## src/rtl/led_array_scan_ctrl.sv

```systemverilog
// SPI-loaded, double-buffered LED row scanner with tear-free swaps; outputs registered (1-cycle latency), no backpressure.
// Optional PWM brightness control is built in when LED_ARRAY_PWM_EN is defined.
module led_array_scan_ctrl #(
  parameter int COLS    = 24,
  parameter int ROWS    = 8,
  parameter int DWELL   = 1000,
  parameter int BLANK   = 8,
  parameter int FRAME_W = 32,
  localparam int ROW_AW = $clog2(ROWS)
) (
  input  logic              i_CLK,
  input  logic              i_RESET,
  input  logic              i_SPI_CLK,
  input  logic              i_SPI_ENA_n,
  input  logic              i_SPI_DATA,
  input  logic              i_ENA_p,
  output logic [COLS-1:0]   o_LED,
  output logic              o_TOGGLE_SYNC,
  output logic              o_HEAD_FLAG,
  output logic [ROW_AW-1:0] o_ROW,
  output logic              o_FRAME_ERR
);

  localparam int DW_W  = $clog2(DWELL);
  localparam int CNT_W = $clog2(FRAME_W + 2);
  localparam logic [DW_W-1:0]   DWELL_LAST = DW_W'(DWELL - 1);
  localparam logic [DW_W-1:0]   BLANK_V    = DW_W'(BLANK);
  localparam logic [ROW_AW-1:0] ROW_LAST   = ROW_AW'(ROWS - 1);
  localparam logic [CNT_W-1:0]  CNT_FULL   = CNT_W'(FRAME_W);
  localparam logic [CNT_W-1:0]  CNT_SAT    = CNT_W'(FRAME_W + 1);
  localparam logic [7:0]        ROWS_V     = 8'(ROWS);

  logic [2:0]          r_sclk_sync;
  logic [2:0]          r_ena_sync;
  logic [1:0]          r_dat_sync;
  logic [FRAME_W-1:0]  r_sr;
  logic [CNT_W-1:0]    r_bit_cnt;
  logic                r_in_frame;
  logic                r_frame_err;
  logic                r_wr_vld;
  logic [ROW_AW-1:0]   r_wr_row;
  logic [COLS-1:0]     r_wr_dat;

  logic [COLS-1:0]     r_buf [2][ROWS];
  logic                r_active;
  logic                r_swap_pend;
  logic [ROW_AW-1:0]   r_row;
  logic [DW_W-1:0]     r_dwell;
  logic                r_tog;
  logic [COLS-1:0]     r_led;
  logic [ROW_AW-1:0]   r_row_out;
  logic                r_head;

  logic                w_sclk_rise;
  logic                w_ena_fall;
  logic                w_ena_rise;
  logic [7:0]          w_cmd;
  logic                w_accept;
  logic                w_row_ok;
  logic                w_swap_req;
  logic                w_swap_now;
  logic                w_is_bright;
  logic                w_pwm_off;

  assign w_sclk_rise = r_sclk_sync[1] & ~r_sclk_sync[2];
  assign w_ena_fall  = ~r_ena_sync[1] & r_ena_sync[2];
  assign w_ena_rise  = r_ena_sync[1] & ~r_ena_sync[2];
  assign w_cmd       = r_sr[FRAME_W-1 -: 8];
  assign w_accept    = w_ena_rise & r_in_frame & (r_bit_cnt == CNT_FULL);
  assign w_row_ok    = {1'b0, w_cmd[6:0]} < ROWS_V;
  assign w_swap_req  = w_accept & w_cmd[7];
  assign w_swap_now  = r_swap_pend &
                       (~i_ENA_p | ((r_dwell == DWELL_LAST) & (r_row == ROW_LAST)));

`ifdef LED_ARRAY_PWM_EN
  logic [7:0] r_pwm;
  logic [7:0] r_bright;

  assign w_is_bright = (w_cmd == 8'h7F);
  assign w_pwm_off   = (r_pwm >= r_bright);

  always_ff @(posedge i_CLK) begin
    if (i_RESET) begin
      r_pwm    <= '0;
      r_bright <= 8'hFF;
    end else begin
      r_pwm <= r_pwm + 8'd1;
      if (w_accept && w_is_bright)
        r_bright <= r_sr[7:0];
    end
  end
`else
  assign w_is_bright = 1'b0;
  assign w_pwm_off   = 1'b0;
`endif

  // SPI capture: a frame is tracked only from a falling ENA_n seen after reset,
  // so a frame cut by reset is dropped silently.
  always_ff @(posedge i_CLK) begin
    if (i_RESET) begin
      r_sclk_sync <= '0;
      r_ena_sync  <= '0;
      r_dat_sync  <= '0;
      r_sr        <= '0;
      r_bit_cnt   <= '0;
      r_in_frame  <= 1'b0;
      r_frame_err <= 1'b0;
      r_wr_vld    <= 1'b0;
      r_wr_row    <= '0;
      r_wr_dat    <= '0;
    end else begin
      r_sclk_sync <= {r_sclk_sync[1:0], i_SPI_CLK};
      r_ena_sync  <= {r_ena_sync[1:0], i_SPI_ENA_n};
      r_dat_sync  <= {r_dat_sync[0], i_SPI_DATA};
      r_frame_err <= w_ena_rise & r_in_frame & (r_bit_cnt != CNT_FULL);
      r_wr_vld    <= w_accept & w_row_ok & ~w_is_bright;
      r_wr_row    <= w_cmd[ROW_AW-1:0];
      r_wr_dat    <= r_sr[COLS-1:0];
      if (w_ena_fall) begin
        r_in_frame <= 1'b1;
        r_bit_cnt  <= '0;
      end else if (w_ena_rise) begin
        r_in_frame <= 1'b0;
      end else if (r_in_frame && w_sclk_rise) begin
        r_sr <= {r_sr[FRAME_W-2:0], r_dat_sync[1]};
        if (r_bit_cnt != CNT_SAT)
          r_bit_cnt <= r_bit_cnt + 1'b1;
      end
    end
  end

  // Writes target the back buffer using the pre-swap select, so a write and
  // swap landing together still fill the old back buffer.
  always_ff @(posedge i_CLK) begin
    if (i_RESET) begin
      for (int b = 0; b < 2; b++)
        for (int r = 0; r < ROWS; r++)
          r_buf[b][r] <= '0;
      r_active    <= 1'b0;
      r_swap_pend <= 1'b0;
      r_row       <= '0;
      r_dwell     <= '0;
      r_tog       <= 1'b0;
      r_led       <= '0;
      r_row_out   <= '0;
      r_head      <= 1'b0;
    end else begin
      if (r_wr_vld)
        r_buf[~r_active][r_wr_row] <= r_wr_dat;
      if (w_swap_now) begin
        r_active    <= ~r_active;
        r_swap_pend <= 1'b0;
      end else if (w_swap_req) begin
        r_swap_pend <= 1'b1;
      end
      if (i_ENA_p) begin
        r_led     <= ((r_dwell < BLANK_V) || w_pwm_off) ? '0 : r_buf[r_active][r_row];
        r_row_out <= r_row;
        r_head    <= (r_row == '0);
        if (r_dwell == DWELL_LAST) begin
          r_dwell <= '0;
          r_row   <= (r_row == ROW_LAST) ? '0 : r_row + 1'b1;
          r_tog   <= ~r_tog;
        end else begin
          r_dwell <= r_dwell + 1'b1;
        end
      end else begin
        r_row     <= '0;
        r_dwell   <= '0;
        r_led     <= '0;
        r_row_out <= '0;
        r_head    <= 1'b1;
      end
    end
  end

  assign o_LED         = r_led;
  assign o_TOGGLE_SYNC = r_tog;
  assign o_HEAD_FLAG   = r_head;
  assign o_ROW         = r_row_out;
  assign o_FRAME_ERR   = r_frame_err;

endmodule

```

## config.mk

```make
export PLATFORM = sky130hd
export DESIGN_NAME = led_array_scan_ctrl
export DESIGN_NICKNAME = d
export VERILOG_FILES = /design/src/rtl/led_array_scan_ctrl.sv
export SDC_FILE = /design/constraint.sdc
export NUM_CORES = 1
export LEC_CHECK = 0
export ABC_AREA = 1
export CAP_MARGIN = 20
export CORE_MARGIN = 2
export CORE_UTILIZATION = 67
export DETAILED_ROUTE_END_ITERATION = 8
export PLACE_DENSITY = 0.89
export SYNTH_ARGS = -nofsm -noshare
export SYNTH_HDL_FRONTEND = slang
export SYNTH_SLANG_ARGS = --single-unit
```

## constraint.sdc

```tcl
create_clock -name i_CLK -period 7.7 [get_ports i_CLK]
set_input_delay 1.54 -clock i_CLK [delete_from_list [all_inputs] [get_ports i_CLK]]
set_output_delay 1.54 -clock i_CLK [all_outputs]
set_load 0.005 [all_outputs]
```

# Word-level counts from Yosys, hierarchy flattened
# Memory sizes are Yosys's and may differ from the RTL's. A register that Yosys moved wholly into a read port is not among the register bits.
# Index checks and enable logic that the tools add are counted.
dict set report op_classes {
  n_addsub 3
  n_mul 0
  n_div 0
  order_cmp 5
  n_eq_ne 5
  shift 0
  muxes 19
  bitwise_logic 21
  n_reduce_logical 13
}
# cell count
set ops {}
lappend ops {{192-bit 2-to-1 mux} 3}
lappend ops {{192-bit OR reduction} 1}
lappend ops {{24-bit binary-select mux with 3-bit select} 1}
lappend ops {{24-bit demux with 3-bit select} 1}
lappend ops {{24-bit 2-to-1 mux} 3}
lappend ops {{6-bit != test (second input constant)} 2}
lappend ops {{10-bit by 1-bit adder with 10-bit output (second input constant)} 1}
lappend ops {{1-bit bitwise AND} 10}
lappend ops {{10-bit equality test (second input constant)} 1}
lappend ops {{10-bit by 4-bit less-than comparator with 1-bit output (second input constant)} 1}
lappend ops {{1-bit 2-to-1 mux} 10}
lappend ops {{4-bit >= comparator (second input constant)} 2}
lappend ops {{1-bit NOT} 8}
lappend ops {{3-bit NOT with 4-bit output} 2}
lappend ops {{7-bit by 4-bit less-than comparator with 1-bit output (second input constant)} 1}
lappend ops {{6-bit by 1-bit adder with 6-bit output (second input constant)} 1}
lappend ops {{6-bit equality test (second input constant)} 1}
lappend ops {{3-bit AND reduction} 2}
lappend ops {{2-bit OR reduction} 3}
lappend ops {{3-bit OR reduction} 2}
lappend ops {{4-bit by 1-bit less-than comparator with 1-bit output (second input constant)} 1}
lappend ops {{3-bit by 1-bit adder with 3-bit output (second input constant)} 1}
lappend ops {{3-bit equality test (second input constant)} 1}
lappend ops {{3-bit zero test} 1}
lappend ops {{other kinds (5)} 6}
dict set report word_totals {
  register_bits 120
  latch_bits 0
  ramBits 384
  rom_bits 0
  output_inout_bits 30
  elab_cells 85
  mem_count 1
}
# memory words word_bits rd rd_clocked_by_memory_dff write_ports line
set mem_list {}
lappend mem_list {r_buf 2 192 1 1 2 44} ;# logic [COLS-1:0] r_buf [2][ROWS];

# Logic depth before layout (Yosys ltp)
dict set report depth {
  ltp_word 8
  ltp_mapped 11
  mapped_depth_nobuf 9
}

# Worst setup path before layout
# No wires, ideal clock.
dict set report synth_path {
  path_type {input port to flip-flop}
  start {in i_RESET}
  end {mem r_buf[1][0] (netlist bit) (enable)}
  t_arrival_ns 3.077
  required_time_ns 7.295
  slack_ns 4.218
  path_stages 4
  path_cell_list {buf_4 -> clkbuf_1 -> nor2_1 -> nor2_1}
}
# item line
set synth_lines {}
lappend synth_lines {{from (decl)} 12} ;# input logic i_RESET,
lappend synth_lines {{to (decl)} 44}

==> impl_results.md <==
- WL/cell: between 20 and 25 um
- Fmax achieved: between 0.2 and 0.25 GHz
- Worst setup timing slack at the placement stage: 2.60 ns
- Required time of the worst setup path: between 7 and 8 ns
- Design internal power: about 4.6 mW
- Nets: 2267
- TritonCTS clock tree: yes
- Antenna Diode Count: 0
- Most instantiated flip-flop cell in the synthesis netlist: sky130_fd_sc_hd__edfxtp_1
- Port Buffer Count: 35
- Post-Synthesis Cells: roughly 2.3k
- Ratio of total power to cell area: 242 nW/um2
- Final period demand of the worst path: between 4 and 5 ns
- Mapped Avg Cell Area: 9.53 um2
- Leak pwr: 9.31 nW
- Register area share after synthesis: roughly two thirds
- Final routed wirelength across all metal layers: roughly 55000 um
- # resized after CTS: 0
- Fin. max-slew vios: 0
- Register bit total from synthesis: between 500 and 600
- Clock Latency Late Sink: about 0.57 ns
- Max-cap check violation count: 0
- First-pass iteration count of the detailed router: 9
- Routability congestion estimate: 0.879
- Number of nets with antenna violations after detailed routing: 0
- Class of the worst hold path: reg -> reg
- Share of cells above drive strength 1: between 6 and 7%
- Post-route setup slack: between 2 and 3 ns
- Placed Instances: between 2k and 3k
- Maximum buffer depth of the clock tree: 3
- First-iteration detailed-routing DRC count: roughly 2.6k
- Worst-case headroom to the max-slew limit: a little under a quarter
- Number of setup buffers added after CTS: 0
- GR Overflow Total: 0
- Routed via count divided by cell count: 6.07
- Area leader, netlist: sky130_fd_sc_hd__edfxtp_1
- Final Non-Filler Cells: 2694
- Starting density of the core: 68.2%
- Die extent in x: ~180 um
- Clock sink count: around 500
- Vias in the first global route: 15.9k
- Switching part of the total power: between 20% and 30%
- Synth warn: 0
- CTS Hold Bufs: 0
- Slowest cell on the critical path: sky130_fd_sc_hd__nand2_1
- Crit end category: register
- Number of endpoints with negative hold slack in the final report: 0
- DRC viols: 4
- Wire length of the first global-routing pass: ~84000 um
- Net switching power of the design: between 1 and 1.5 mW
- Synth cell count leaders: sky130_fd_sc_hd__nand2_1 (533), sky130_fd_sc_hd__nor2_1 (445), sky130_fd_sc_hd__edfxtp_1 (384)
- Final setup violation count: 0
- Share of Yosys cell area claimed by the top area cell type: a little over half
- Ordered list of cells on the worst path: buf_2 -> buf_4 -> nor2_4 -> inv_2 -> nor2_4 -> nand2_1 -> nand2_1
- Clock transition at the registers of the reported paths: around 0.060 ns
- VDD IR-drop max: about 0.22 mV
- Result of the run: finished, violations left
- Part of the power in combinational logic: under 10%
- Vias after detailed routing: 16.4k
- Violations in the final reports: design-rule violations
- Dpl cell area: ~22000 um2
- Number of buffers created by CTS: 49
- Type of the worst setup path: in -> reg
- Initial antenna violation count: 1
- Slowest cell delay on critical path: roughly 0.87 ns
- Share of async-settable or async-resettable flops after synthesis: 0%
- Final Skew: roughly 0.026 ns
- Number of enable flip-flop cells after synthesis: roughly 380
- Portion of the clock cycle consumed by the worst path in the final layout: around 62%
- Clock network power share: ~45%
- Top area cells in the synthesized netlist: sky130_fd_sc_hd__edfxtp_1 (53%), sky130_fd_sc_hd__dfxtp_1 (11%), sky130_fd_sc_hd__nand2_1 (9.3%)
- Row cnt: 65
- H-tree levels: 2
- RSZ-0062 raised after global routing: false
- Highest net fanout along the worst path: 54
- Hold_ws: 0.405 ns
- Worst slew pin tran: around 1.1 ns
- Distinct cells, synth: 35
- Syn Nets: 2278
- Vertical die dimension: roughly 180 um
- P&R area growth vs syn: 10.4%
- Proportion of power drawn by flip-flops and latches: 52.6%
- Worst Setup Start Kind: input port
- Netlist Area Pre-Place: around 22000 um2
- Sum of negative setup slack: 0 ns
- Final std cell area, no fill: roughly 24000 um2
- Most common cell in the synthesized netlist: sky130_fd_sc_hd__nand2_1
- Fill cell count: between 1.5k and 2k
- Maximum number of pins on one net before global-route repair: 100
- I/O pin count: 36
- Data arrival time of the worst path: just under 5 ns
- Global-route usage over all layers: around 32%
- Post-detail-place hpwl: roughly 31000 um
- Root buffer cell: sky130_fd_sc_hd__clkbuf_16
- Total die area: about 34000 um2
- Std-Cell Core Area: 31600 um2
[worst paths after layout]
path                       from            end  slack, ns  cells after the start
setup / recovery        i_RESET  r_buf[0][139]       2.90                      7
hold / removal    r_dat_sync[0]  r_dat_sync[1]       0.41                      2
setup reg to reg       r_wr_vld  r_buf[0][139]       4.04                      6
hold reg to reg   r_dat_sync[0]  r_dat_sync[1]       0.41                      2
[layout by cell type, fill, tap and decap left out, types with 29 or more instances in the layout]
cell type,synthesis,layout
sky130_fd_sc_hd__a21oi_1,46,46
sky130_fd_sc_hd__nor2_1,445,438
sky130_fd_sc_hd__clkinv_1,26,29
sky130_fd_sc_hd__o21ai_0,62,62
sky130_fd_sc_hd__edfxtp_1,384,384
sky130_fd_sc_hd__nand2_1,533,533
sky130_fd_sc_hd__nand3_1,133,133
sky130_fd_sc_hd__nor3_1,30,30
sky130_fd_sc_hd__o211ai_1,48,48
sky130_fd_sc_hd__clkbuf_16,0,52
sky130_fd_sc_hd__inv_1,251,253
sky130_fd_sc_hd__clkdlybuf4s50_1,0,34
sky130_fd_sc_hd__dfxtp_1,121,118
[cell families after synthesis]
family / count (synthesis) / synth area share (%)
AND/OR/NAND/NOR: 1161 / 21.6
adder cells (fa/ha/maj): 9 / 0.522
flip-flops: 505 / 64.7
buffers and inverters: 403 / 8.16
AO/OA/AOI/OAI: 180 / 4.83
XOR/XNOR: 5 / 0.203
[per-stage QoR]
stage / total power, mW / utilization, %
5_1_grt: 5.89 / 75.2
4_1_cts: 5.76 / 74.8
3_3_place_gp: 3.22 / 69.1
3_5_place_dp: 3.23 / 69.3
6_report: 5.77 / 75.2
2_1_floorplan: 3.18 / -
[state kept, by name, indices dropped and copies added, names as in the netlist, 2 cells and up, named ones only]
signal and count:
r_ena_sync 3, r_dwell 10, r_sclk_sync 3, r_sr 32, r_wr_row 3, o_LED 24
r_dat_sync 2, r_bit_cnt 6, o_ROW 3, r_buf 384, r_row 3, r_wr_dat 24
[final cells by class]
type	instances	area [um2]	area share (%)
tap	402	503	2.11
clock buffer	55	1330	5.60
clock inverter	36	400	1.68
multi-input combinational	1355	5870	24.7
inverter	281	1060	4.45
sequential	505	14000	58.6
timing repair buffer	60	676	2.84
[critical path: cells and delay by family]
kind          cells  cell delay [ns]
buf+inv           3             1.30
simple gates      4             1.97
[power by group through the flow]
stage	registers, mW	clock network, mW	logic (mW)
finish	3.03	2.57	0.163
global placement	3.08	0	0.134
global route	3.04	2.67	0.178
detailed placement	3.09	0	0.146
floorplan	3.08	0	0.101
CTS	3.03	2.57	0.152
[layer usage]
layer / part of all wire [%] / vias up / GRT usage (%)
met5: 0 / - / 0
met4: 5.6 / 0 / 18.4
met3: 10 / 266 / 4.69
met2: 50 / 1312 / 54.9
met1: 34 / 7538 / 39.6
li1: - / 7247 / -
(Power assumes the default switching activity.)
